--- config.mk ---
export PLATFORM = sky130hd
export DESIGN_NAME = blink_seq_ctrl
export DESIGN_NICKNAME = d
export VERILOG_FILES = /design/src/rtl/blink_seq_pkg.sv /design/src/rtl/ms_tick_gen.sv /design/src/rtl/blink_seq_ctrl.sv
export SDC_FILE = /design/constraint.sdc
export NUM_CORES = 2
export LEC_CHECK = 0
export ABC_AREA = 1
export BUFFER_PORTS_ARGS = -buffer_cell sky130_fd_sc_hd__buf_2
export CORE_MARGIN = 2
export CORE_UTILIZATION = 35
export CTS_BUF_LIST = sky130_fd_sc_hd__clkbuf_4 sky130_fd_sc_hd__clkbuf_8 sky130_fd_sc_hd__clkbuf_16
export CTS_CLUSTER_DIAMETER = 200
export CTS_CLUSTER_SIZE = 16
export DETAILED_ROUTE_END_ITERATION = 16
export PLACE_DENSITY = 0.53
export SKIP_LAST_GASP = 1
export SYNTH_ARGS = -nofsm -noshare
export SYNTH_HDL_FRONTEND = slang
export SYNTH_SLANG_ARGS = --single-unit
--- constraint.sdc ---
create_clock -name clk -period 53.5 [get_ports clk]
set_input_delay 16.05 -clock clk [delete_from_list [all_inputs] [get_ports clk]]
set_output_delay 16.05 -clock clk [all_outputs]
set_load 0.02 [all_outputs]
--- src/rtl/blink_seq_pkg.sv ---
// Shared types, register map and helpers for the blink pattern sequencer.
package blink_seq_pkg;

    typedef enum logic [1:0] {
        S_IDLE  = 2'd0,
        S_LOAD  = 2'd1,
        S_DWELL = 2'd2
    } state_e;

    localparam int unsigned LEDS = 4;

    localparam logic [5:0] ADDR_CTRL   = 6'h20;
    localparam logic [5:0] ADDR_DWELL  = 6'h21;
    localparam logic [5:0] ADDR_STATUS = 6'h22;

    localparam int unsigned CTRL_RUN      = 0;
    localparam int unsigned CTRL_LOOP     = 1;
    localparam int unsigned CTRL_LAST_LSB = 4;
    localparam int unsigned CTRL_IRQ_EN   = 7;

    localparam int unsigned STAT_BUSY     = 0;
    localparam int unsigned STAT_STEP_LSB = 1;
    localparam int unsigned STAT_DONE     = 4;

    function automatic int unsigned ms_ticks(input int unsigned clk_freq);
        return clk_freq / 1000;
    endfunction

endpackage

--- src/rtl/ms_tick_gen.sv ---
// Millisecond prescaler: one-cycle tick every TICKS cycles, restarted by clr_i.
module ms_tick_gen #(
    parameter int unsigned TICKS = 100_000
) (
    input  logic clk,
    input  logic rst,
    input  logic clr_i,
    output logic tick_o
);
    localparam int unsigned CW = (TICKS > 1) ? $clog2(TICKS) : 1;
    localparam logic [CW-1:0] LAST = CW'(TICKS - 1);

    logic [CW-1:0] cnt_q, cnt_d;

    always_comb begin
        cnt_d = cnt_q + CW'(1);
        if (clr_i || (cnt_q == LAST)) begin
            cnt_d = '0;
        end
    end

    always_ff @(posedge clk or posedge rst) begin
        if (rst) begin
            cnt_q <= '0;
        end else begin
            cnt_q <= cnt_d;
        end
    end

    assign tick_o = !clr_i && (cnt_q == LAST);

endmodule

--- src/rtl/blink_seq_ctrl.sv ---
// Step-table sequencer driving the 4-channel blink peripheral's interval registers.
// Optional completion interrupt enabled by defining BLINK_SEQ_IRQ_EN.
module blink_seq_ctrl
    import blink_seq_pkg::*;
#(
    parameter int unsigned CLK_FREQ = 100_000_000,
    parameter int unsigned STEPS    = 8
) (
    input  logic        clk,
    input  logic        rst,
    input  logic        cs,
    input  logic        we,
    input  logic        rd,
    input  logic [5:0]  addr,
    input  logic [15:0] wr_data,
    output logic [15:0] rd_data,
    output logic        m_cs,
    output logic        m_we,
    output logic [1:0]  m_addr,
    output logic [15:0] m_wr_data,
    output logic        busy,
    output logic        irq
);
    localparam int unsigned SW      = (STEPS > 1) ? $clog2(STEPS) : 1;
    localparam int unsigned TW      = SW + 2;
    localparam int unsigned ENTRIES = STEPS * LEDS;
    localparam int unsigned TICKS   = ms_ticks(CLK_FREQ);
    localparam logic [2:0]  LAST_MAX = 3'(STEPS - 1);

    state_e          state_q, state_d;
    logic [1:0]      led_q, led_d;
    logic [SW-1:0]   step_q, step_d;
    logic [15:0]     ms_cnt_q, ms_cnt_d;
    logic            run_q, run_d;
    logic            loop_q, loop_d;
    logic [2:0]      last_q, last_d;
    logic [15:0]     dwell_q, dwell_d;
    logic            done_q, done_d;
    logic            busy_q, busy_d;
    logic            m_cs_q, m_cs_d;
    logic [1:0]      m_addr_q, m_addr_d;
    logic [15:0]     m_wr_data_q, m_wr_data_d;
    logic [15:0]     tbl_q [ENTRIES];
`ifdef BLINK_SEQ_IRQ_EN
    logic            irq_en_q, irq_en_d;
    logic            irq_q, irq_d;
`endif

    logic        host_wr, tbl_wr, ctrl_wr, dwell_wr, stat_wr;
    logic        start, abort, tick;
    logic [2:0]  last_wr;
    logic [15:0] dwell_last;

    assign host_wr  = cs && we;
    assign tbl_wr   = host_wr && (addr < 6'(ENTRIES));
    assign ctrl_wr  = host_wr && (addr == ADDR_CTRL);
    assign dwell_wr = host_wr && (addr == ADDR_DWELL);
    assign stat_wr  = host_wr && (addr == ADDR_STATUS);
    assign start    = ctrl_wr && wr_data[CTRL_RUN] && !run_q;
    assign abort    = ctrl_wr && !wr_data[CTRL_RUN];
    assign last_wr  = (wr_data[CTRL_LAST_LSB +: 3] > LAST_MAX) ? LAST_MAX
                                                               : wr_data[CTRL_LAST_LSB +: 3];
    // A programmed dwell of 0 ms is treated as 1 ms
    assign dwell_last = (dwell_q == 16'd0) ? 16'd0 : dwell_q - 16'd1;

    ms_tick_gen #(.TICKS(TICKS)) u_tick (
        .clk    (clk),
        .rst    (rst),
        .clr_i  (state_q != S_DWELL),
        .tick_o (tick)
    );

    always_ff @(posedge clk or posedge rst) begin
        if (rst) begin
            for (int i = 0; i < int'(ENTRIES); i++) begin
                tbl_q[i] <= '0;
            end
        end else if (tbl_wr) begin
            tbl_q[addr[TW-1:0]] <= wr_data;
        end
    end

    always_comb begin
        state_d  = state_q;
        led_d    = led_q;
        step_d   = step_q;
        ms_cnt_d = ms_cnt_q;
        run_d    = run_q;
        loop_d   = loop_q;
        last_d   = last_q;
        dwell_d  = dwell_q;
        done_d   = done_q;
`ifdef BLINK_SEQ_IRQ_EN
        irq_en_d = irq_en_q;
        irq_d    = irq_q;
`endif

        if (ctrl_wr) begin
            run_d  = wr_data[CTRL_RUN];
            loop_d = wr_data[CTRL_LOOP];
            last_d = last_wr;
`ifdef BLINK_SEQ_IRQ_EN
            irq_en_d = wr_data[CTRL_IRQ_EN];
`endif
        end
        if (dwell_wr) begin
            dwell_d = wr_data;
        end
        if (stat_wr && wr_data[STAT_DONE]) begin
            done_d = 1'b0;
`ifdef BLINK_SEQ_IRQ_EN
            irq_d  = 1'b0;
`endif
        end

        // Abort beats any same-cycle expiry so done is never set by it
        if (abort) begin
            state_d = S_IDLE;
        end else begin
            unique case (state_q)
                S_IDLE: begin
                    if (start) begin
                        state_d = S_LOAD;
                        led_d   = 2'd0;
                        step_d  = '0;
                        done_d  = 1'b0;
                    end
                end
                S_LOAD: begin
                    led_d = led_q + 2'd1;
                    if (led_q == 2'd3) begin
                        state_d  = S_DWELL;
                        ms_cnt_d = '0;
                    end
                end
                S_DWELL: begin
                    if (tick) begin
                        if (ms_cnt_q == dwell_last) begin
                            ms_cnt_d = '0;
                            led_d    = 2'd0;
                            if (3'(step_q) < last_q) begin
                                step_d  = step_q + SW'(1);
                                state_d = S_LOAD;
                            end else if (loop_q) begin
                                step_d  = '0;
                                state_d = S_LOAD;
                            end else begin
                                run_d   = 1'b0;
                                done_d  = 1'b1;
                                state_d = S_IDLE;
`ifdef BLINK_SEQ_IRQ_EN
                                if (irq_en_q) begin
                                    irq_d = 1'b1;
                                end
`endif
                            end
                        end else begin
                            ms_cnt_d = ms_cnt_q + 16'd1;
                        end
                    end
                end
                default: state_d = S_IDLE;
            endcase
        end

        busy_d      = (state_d != S_IDLE);
        m_cs_d      = (state_d == S_LOAD);
        m_addr_d    = m_cs_d ? led_d : 2'd0;
        m_wr_data_d = m_cs_d ? tbl_q[{step_d, led_d}] : 16'd0;
    end

    always_ff @(posedge clk or posedge rst) begin
        if (rst) begin
            state_q     <= S_IDLE;
            led_q       <= '0;
            step_q      <= '0;
            ms_cnt_q    <= '0;
            run_q       <= 1'b0;
            loop_q      <= 1'b0;
            last_q      <= '0;
            dwell_q     <= '0;
            done_q      <= 1'b0;
            busy_q      <= 1'b0;
            m_cs_q      <= 1'b0;
            m_addr_q    <= '0;
            m_wr_data_q <= '0;
`ifdef BLINK_SEQ_IRQ_EN
            irq_en_q    <= 1'b0;
            irq_q       <= 1'b0;
`endif
        end else begin
            state_q     <= state_d;
            led_q       <= led_d;
            step_q      <= step_d;
            ms_cnt_q    <= ms_cnt_d;
            run_q       <= run_d;
            loop_q      <= loop_d;
            last_q      <= last_d;
            dwell_q     <= dwell_d;
            done_q      <= done_d;
            busy_q      <= busy_d;
            m_cs_q      <= m_cs_d;
            m_addr_q    <= m_addr_d;
            m_wr_data_q <= m_wr_data_d;
`ifdef BLINK_SEQ_IRQ_EN
            irq_en_q    <= irq_en_d;
            irq_q       <= irq_d;
`endif
        end
    end

    // Host read port is combinational
    always_comb begin
        rd_data = '0;
        if (cs && rd) begin
            if (addr < 6'(ENTRIES)) begin
                rd_data = tbl_q[addr[TW-1:0]];
            end else begin
                unique case (addr)
                    ADDR_CTRL: begin
                        rd_data[CTRL_RUN]           = run_q;
                        rd_data[CTRL_LOOP]          = loop_q;
                        rd_data[CTRL_LAST_LSB +: 3] = last_q;
`ifdef BLINK_SEQ_IRQ_EN
                        rd_data[CTRL_IRQ_EN]        = irq_en_q;
`endif
                    end
                    ADDR_DWELL: rd_data = dwell_q;
                    ADDR_STATUS: begin
                        rd_data[STAT_BUSY]          = busy_q;
                        rd_data[STAT_STEP_LSB +: 3] = 3'(step_q);
                        rd_data[STAT_DONE]          = done_q;
                    end
                    default: rd_data = '0;
                endcase
            end
        end
    end

    assign m_cs      = m_cs_q;
    assign m_we      = m_cs_q;
    assign m_addr    = m_addr_q;
    assign m_wr_data = m_wr_data_q;
    assign busy      = busy_q;
`ifdef BLINK_SEQ_IRQ_EN
    assign irq       = irq_q;
`else
    assign irq       = 1'b0;
`endif

endmodule

## Word level (Yosys, flattened, before mapping)

Cells that the tools add are included.

| storage, ports and cells | value |
|---|---|
| flip-flop bits (word level) | 594 |
| input port bits | 27 |
| output and inout port bits | 38 |
| word-level logic and storage cells | 153 |

| operators by class | value |
|---|---|
| add/sub/neg operators | 5 |
| order comparisons | 6 |
| equality and inequality tests | 12 |
| mux-type cells | 60 |
| bitwise logic cells | 3 |
| reduce and logical (&&, ||, !) cells | 21 |

Operators by type and width:

| cell | number |
|---|---|
| $bwmux 512 | 1 |
| $mux 16 | 12 |
| $bmux 16 s5 | 2 |
| $demux 16 s5 | 1 |
| $pmux 16 s2 | 1 |
| $mux 3 | 7 |
| $mux 2 | 10 |
| $eq 6x6->1 const B | 3 |
| $pmux 2 s3 | 3 |
| $add 17x1->17 const B | 1 |
| $eq 17x17->1 const B | 1 |
| $mux 17 | 1 |
| $add 16x1->16 const B | 1 |
| $eq 16x16->1 | 1 |
| $logic_not 16->1 | 1 |
| $mux 1 | 16 |
| $sub 16x1->16 const B | 1 |
| $ge 6x6->1 const B | 2 |
| $logic_and 1x1->1 | 12 |
| $not 5->6 | 2 |
| $mux 9 | 1 |
| $pmux 2 s2 | 2 |
| $lt 6x1->1 const B | 1 |
| $lt 6x6->1 const B | 1 |
| 16 further kinds | 23 |

## Logic depth before layout (Yosys ltp)

| depth | value |
|---|---|
| word-level depth | 12 |
| mapped depth | 28 |
| gate-level depth less buffers | 27 |

## Modules after synthesis

Synthesis repeated with hierarchy kept, for this count alone.

| unflattened totals | value |
|---|---|
| cell total of the unflattened synthesis | 4243 |
| area total of the unflattened synthesis | 32055.7 sq um |

By module, submodules not included:

| module | instances | cells an instance | area each (sq um) | seq. area each (sq um) |
|---|---|---|---|---|
| blink_seq_ctrl | 1 | 4111 | 31026.0 | 14438.8 |
| ms_tick_gen | 1 | 132 | 1029.7 | 425.4 |

## Worst setup path after synthesis

Ideal clock, no wire load.

| path | value |
|---|---|
| path type | input to output |
| start | in addr[1] |
| end | out rd_data[4] |
| arrival time | 17.982 ns |
| setup slack | 19.468 ns |
| stages on the path | 11 |
| path buffers | 3 |
| cells stage by stage | clkbuf_1 > nor2_1 > inv_1 > clkbuf_1 > clkbuf_1 > o22ai_1 > o21ai_0 > nand4_1 > nor2_1 > nand4_1 > a21oi_1 |

| between the ends | value |
|---|---|
| word-level cells in the longest chain between the ends | 6 |
| elaborated cells between the ends (all ways) | 11 |

Ends and longest elaborated chain:

| element | RTL line | source |
|---|---|---|
| start: declaration | blink_seq_ctrl.sv:14 | `input logic [5:0] addr,` |
| $not 5->6 (implied by the code) | blink_seq_ctrl.sv:217 | `rd_data = tbl_q[addr[TW-1:0]];` |
| $bmux 16 s5 | blink_seq_ctrl.sv:217 |  |
| $mux 16 (implied by the code) (2 in series) | blink_seq_ctrl.sv:217 |  |
| $mux 16 (*) | blink_seq_ctrl.sv:216 | `if (addr < 6'(ENTRIES)) begin` |
| $mux 16 (*) | blink_seq_ctrl.sv:215 | `if (cs && rd) begin` |
| end: declaration | blink_seq_ctrl.sv:16 | `output logic [15:0] rd_data,` |

Mark *: on every way between the ends. The rest lies on a longest branch, timed or not. The select of a mux whose other input is x is not followed.

## Final worst setup path

| path | value |
|---|---|
| start | in addr[0] |
| end | out rd_data[15] |

The elaborated chain is that of the path after synthesis.

==> out/metrics.cfg <==
[status]
outcome = complete, but fails checks
violations = max-capacitance violations, max-slew violations

[die]
rows = 110
io_pins = 65
die_height_um = 306
dieArea_um2 = 93700
start_util_pct = 35.4
core_um2 = 90300
die_w_um = 306

[synth]
yosysTopAreaCell = dfrtp_1
synthCells = 4228
syn_area_um2 = 32000
synth_fp_nets = 4266
syn_area_per_cell_um2 = 7.56
ys_seq_elements = 594
synth-main-ff-cell = dfrtp_1
async_reset_ff_share_pct = 100
synth_cell_type_count = 48
yosysWarningCount = 0
ys_seq_area_share_pct = 46.5
synth_edf_count = 0
ys_top_cells_by_area = dfrtp_1 47%, nand2_1 13%, nand3_1 13%, o21ai_0 9.6%, clkbuf_1 2.8%
yosys.area.top_type_share_pct = 46.5

[cts]
cts_tree = done
htreeDepth = 2
clock_latency_ns = 0.62
cts.clk_slew.worst_paths_ns = 0.08
post_cts_resize_count = 0
post_cts_buffers = 0
cts_max_path_buffers = 3
hold_buffers = 0
cts_sinks = 594
cts_buffers = 43
root_buffer = clkbuf_16

[placement]
place_ws_ns = 17.78
post-dp-hpwl_mm = 75.6
place_area_um2 = 32900
port-buffer-count = 63
dp_cells = 5178
gp_congestion = 0.859

[detailed_routing]
vias_per_cell = 5.85
first_pass_iters = 6
antenna_left = 0
via_count = 30581
drt_iter0_drc = 4025
wirelength_mm = 126
remaining_drc_errors = 0
routedWlPerCell_um = 24.1

[power]
clock_power_share_pct = 22.5
p_int_uw = 790
p_comb_share_pct = 40.2
p_sw_uw = 621
p_sw_share_pct = 44.0
p_per_area_nw_per_um2 = 41.5
power_leakage_uw = 0.0148
seqPwrFrac_pct = 37.3
vdd_drop_max_v = 0.0000469

[setup_path]
path_common_cell = buf_4
crit_chain = buf_4 -> buf_4 -> nor2_4 -> buf_4 -> nand2_1 -> nand3_1 -> nand2_1 -> nand3_1 -> o41ai_1 -> a21oi_1 -> buf_2
worstSetupEndpointType = primary output
max_stage_delay_ns = 1.41
crit_end = rd_data[15]
worst_setup_path_start_kind = primary input
cp_max_fo = 65
worst-path-stages = 11
r2r_start = dwell_q[0]
path_buf_inv = 4
reg2regPathDepth = 25
r2r_slack_ns = 47.31
cp_data_required_time_ns = 37.45
r2r_end = m_wr_data[2]
cp.arrival_ns = 19.81
path_delay_family = compound AO/OA/AOI/OAI gates
path_class = in -> out
crit_start = addr[0]
slowest_stage = o41ai_1

[grt]
grt_pass1_vias = 28184
overflow = 0
grt_max_degree = 131
antenna_found_initial = 3
grt_pass1_wl_mm = 191
grt.total_usage_pct = 26.6

[timing]
fin_ws_ns = 17.64
slew_headroom_pct = -10.2
fin_skew_ns = 0.0273
tightestPinTransition_ns = 1.63
period_needed_ns = 35.86
slew_viol_final = 2
setup_viol = 0
hold_violations = 0
clock.fmax_mhz = 27.9
hold_slack_ns = 0.465
fin_setup_tns_ns = 0
rsz0062_at_grt = no
fin_crit_sh_pct = 67.0

[flow_run]
cap_violations = 1

[cells_and_area]
drive_gt1_share_pct = 6.23
stdcell_count = 5225
syn_to_final_growth_pct = 6.54
final_area_um2 = 34000
fillers = 9491
nets = 4085

[worst_hold_path]
hold_path.class = reg -> reg
hold_start = u_tick.cnt_q[0]

==> how the worst min path moves through the flow <==
stage	end	slack (ns)	cells after the start
after floorplan	u_tick.cnt_q[0]	0.43	1
after global placement	u_tick.cnt_q[16]	0.45	1
after detailed placement	u_tick.cnt_q[0]	0.46	1
after CTS	u_tick.cnt_q[0]	0.47	1
after global routing	u_tick.cnt_q[16]	0.50	1
final	u_tick.cnt_q[0]	0.47	1
==> layout by cell type, fill, tap and decap left out, types with 14 or more instances in the layout <==
master,instances
dfrtp_1,594
a21oi_1,46
nand3_1,832
buf_4,81
nor2_1,106
a22oi_1,72
o21ai_0,614
nand2_1,1112
buf_2,61
nand2_2,14
nand4_1,34
inv_1,140
clkbuf_16,45
a31oi_1,22
o22ai_1,121
nor3_1,14
==> stage by stage <==
stage / utilization (%) / power, uW
6_report: 37.7 / 1410
5_1_grt: 37.7 / 1490
4_1_cts: 37.7 / 1410
3_5_place_dp: 36.4 / 1090
3_3_place_gp: 36.4 / 1090
2_1_floorplan: - / 932
==> flip-flops by register name, indices dropped and copies added (netlist names) <==
register,flops
busy,1
done_q,1
dwell_q,16
last_q,3
led_q,2
loop_q,1
m_addr,2
m_cs,1
m_wr_data,16
ms_cnt_q,16
run_q,1
state_q,2
step_q,3
tbl_q,512
u_tick.cnt_q,17
==> kinds of logic after synthesis <==
logic type               synth area share [%]
AND/OR/NAND/NOR                          29.5
AO/OA/AOI/OAI                            16.3
flip-flops                               46.5
buffers and inverters                    6.84
XOR/XNOR                                0.427
adder cells (fa/ha/maj)                 0.431
other                                  0.0117
==> synth_stat cells, drive strengths merged (2+ instances only) <==
cell and n:
o22ai 121, a22o 11, inv 149, o221ai 6
and2 3, a21oi 47, dfrtp 594, clkbuf 240
nand4 34, a221oi 6, nand2 1130, nand3 836
nor3 20, a211oi 2, nor4 8, a31oi 22
nand3b 6, o41ai 8, o32ai 4, o21ai 616
xor2 13, or2 2, a22oi 72, o211ai 5
nor2 120, ha 11, buf 129, o22a 2
o21bai 2, a21o 2
==> final cells by class <==
cell class,instances,area [um2],share of cell area [%]
well taps,1176,1470,4.32
diodes,1,2.50,0.00735
multi-input cells,3116,15100,44.2
flip-flops and latches,594,14900,43.7
repair buffers,143,933,2.74
inverters,149,567,1.67
clock inverters,1,16.3,0.0478
clock buffers,45,1130,3.31
==> routing by layer <==
layer / GRT usage, % / routed length, um / share of wire [%]
met1: 38.5 / 54800 / 43
met3: 4.38 / 11700 / 9.3
met4: 7.62 / 3640 / 2.9
met5: 0 / 30 / 0.024
met2: 40.9 / 56000 / 44
==> power groups by stage <==
stage	Sequential (uW)	Clock, uW	Combinational, uW
floorplan	525	0	407
global placement	534	0	554
detailed placement	533	0	556
CTS	525	325	558
global route	531	339	619
finish	526	318	567
No activity file was read; power rests on OpenSTA's default activity.
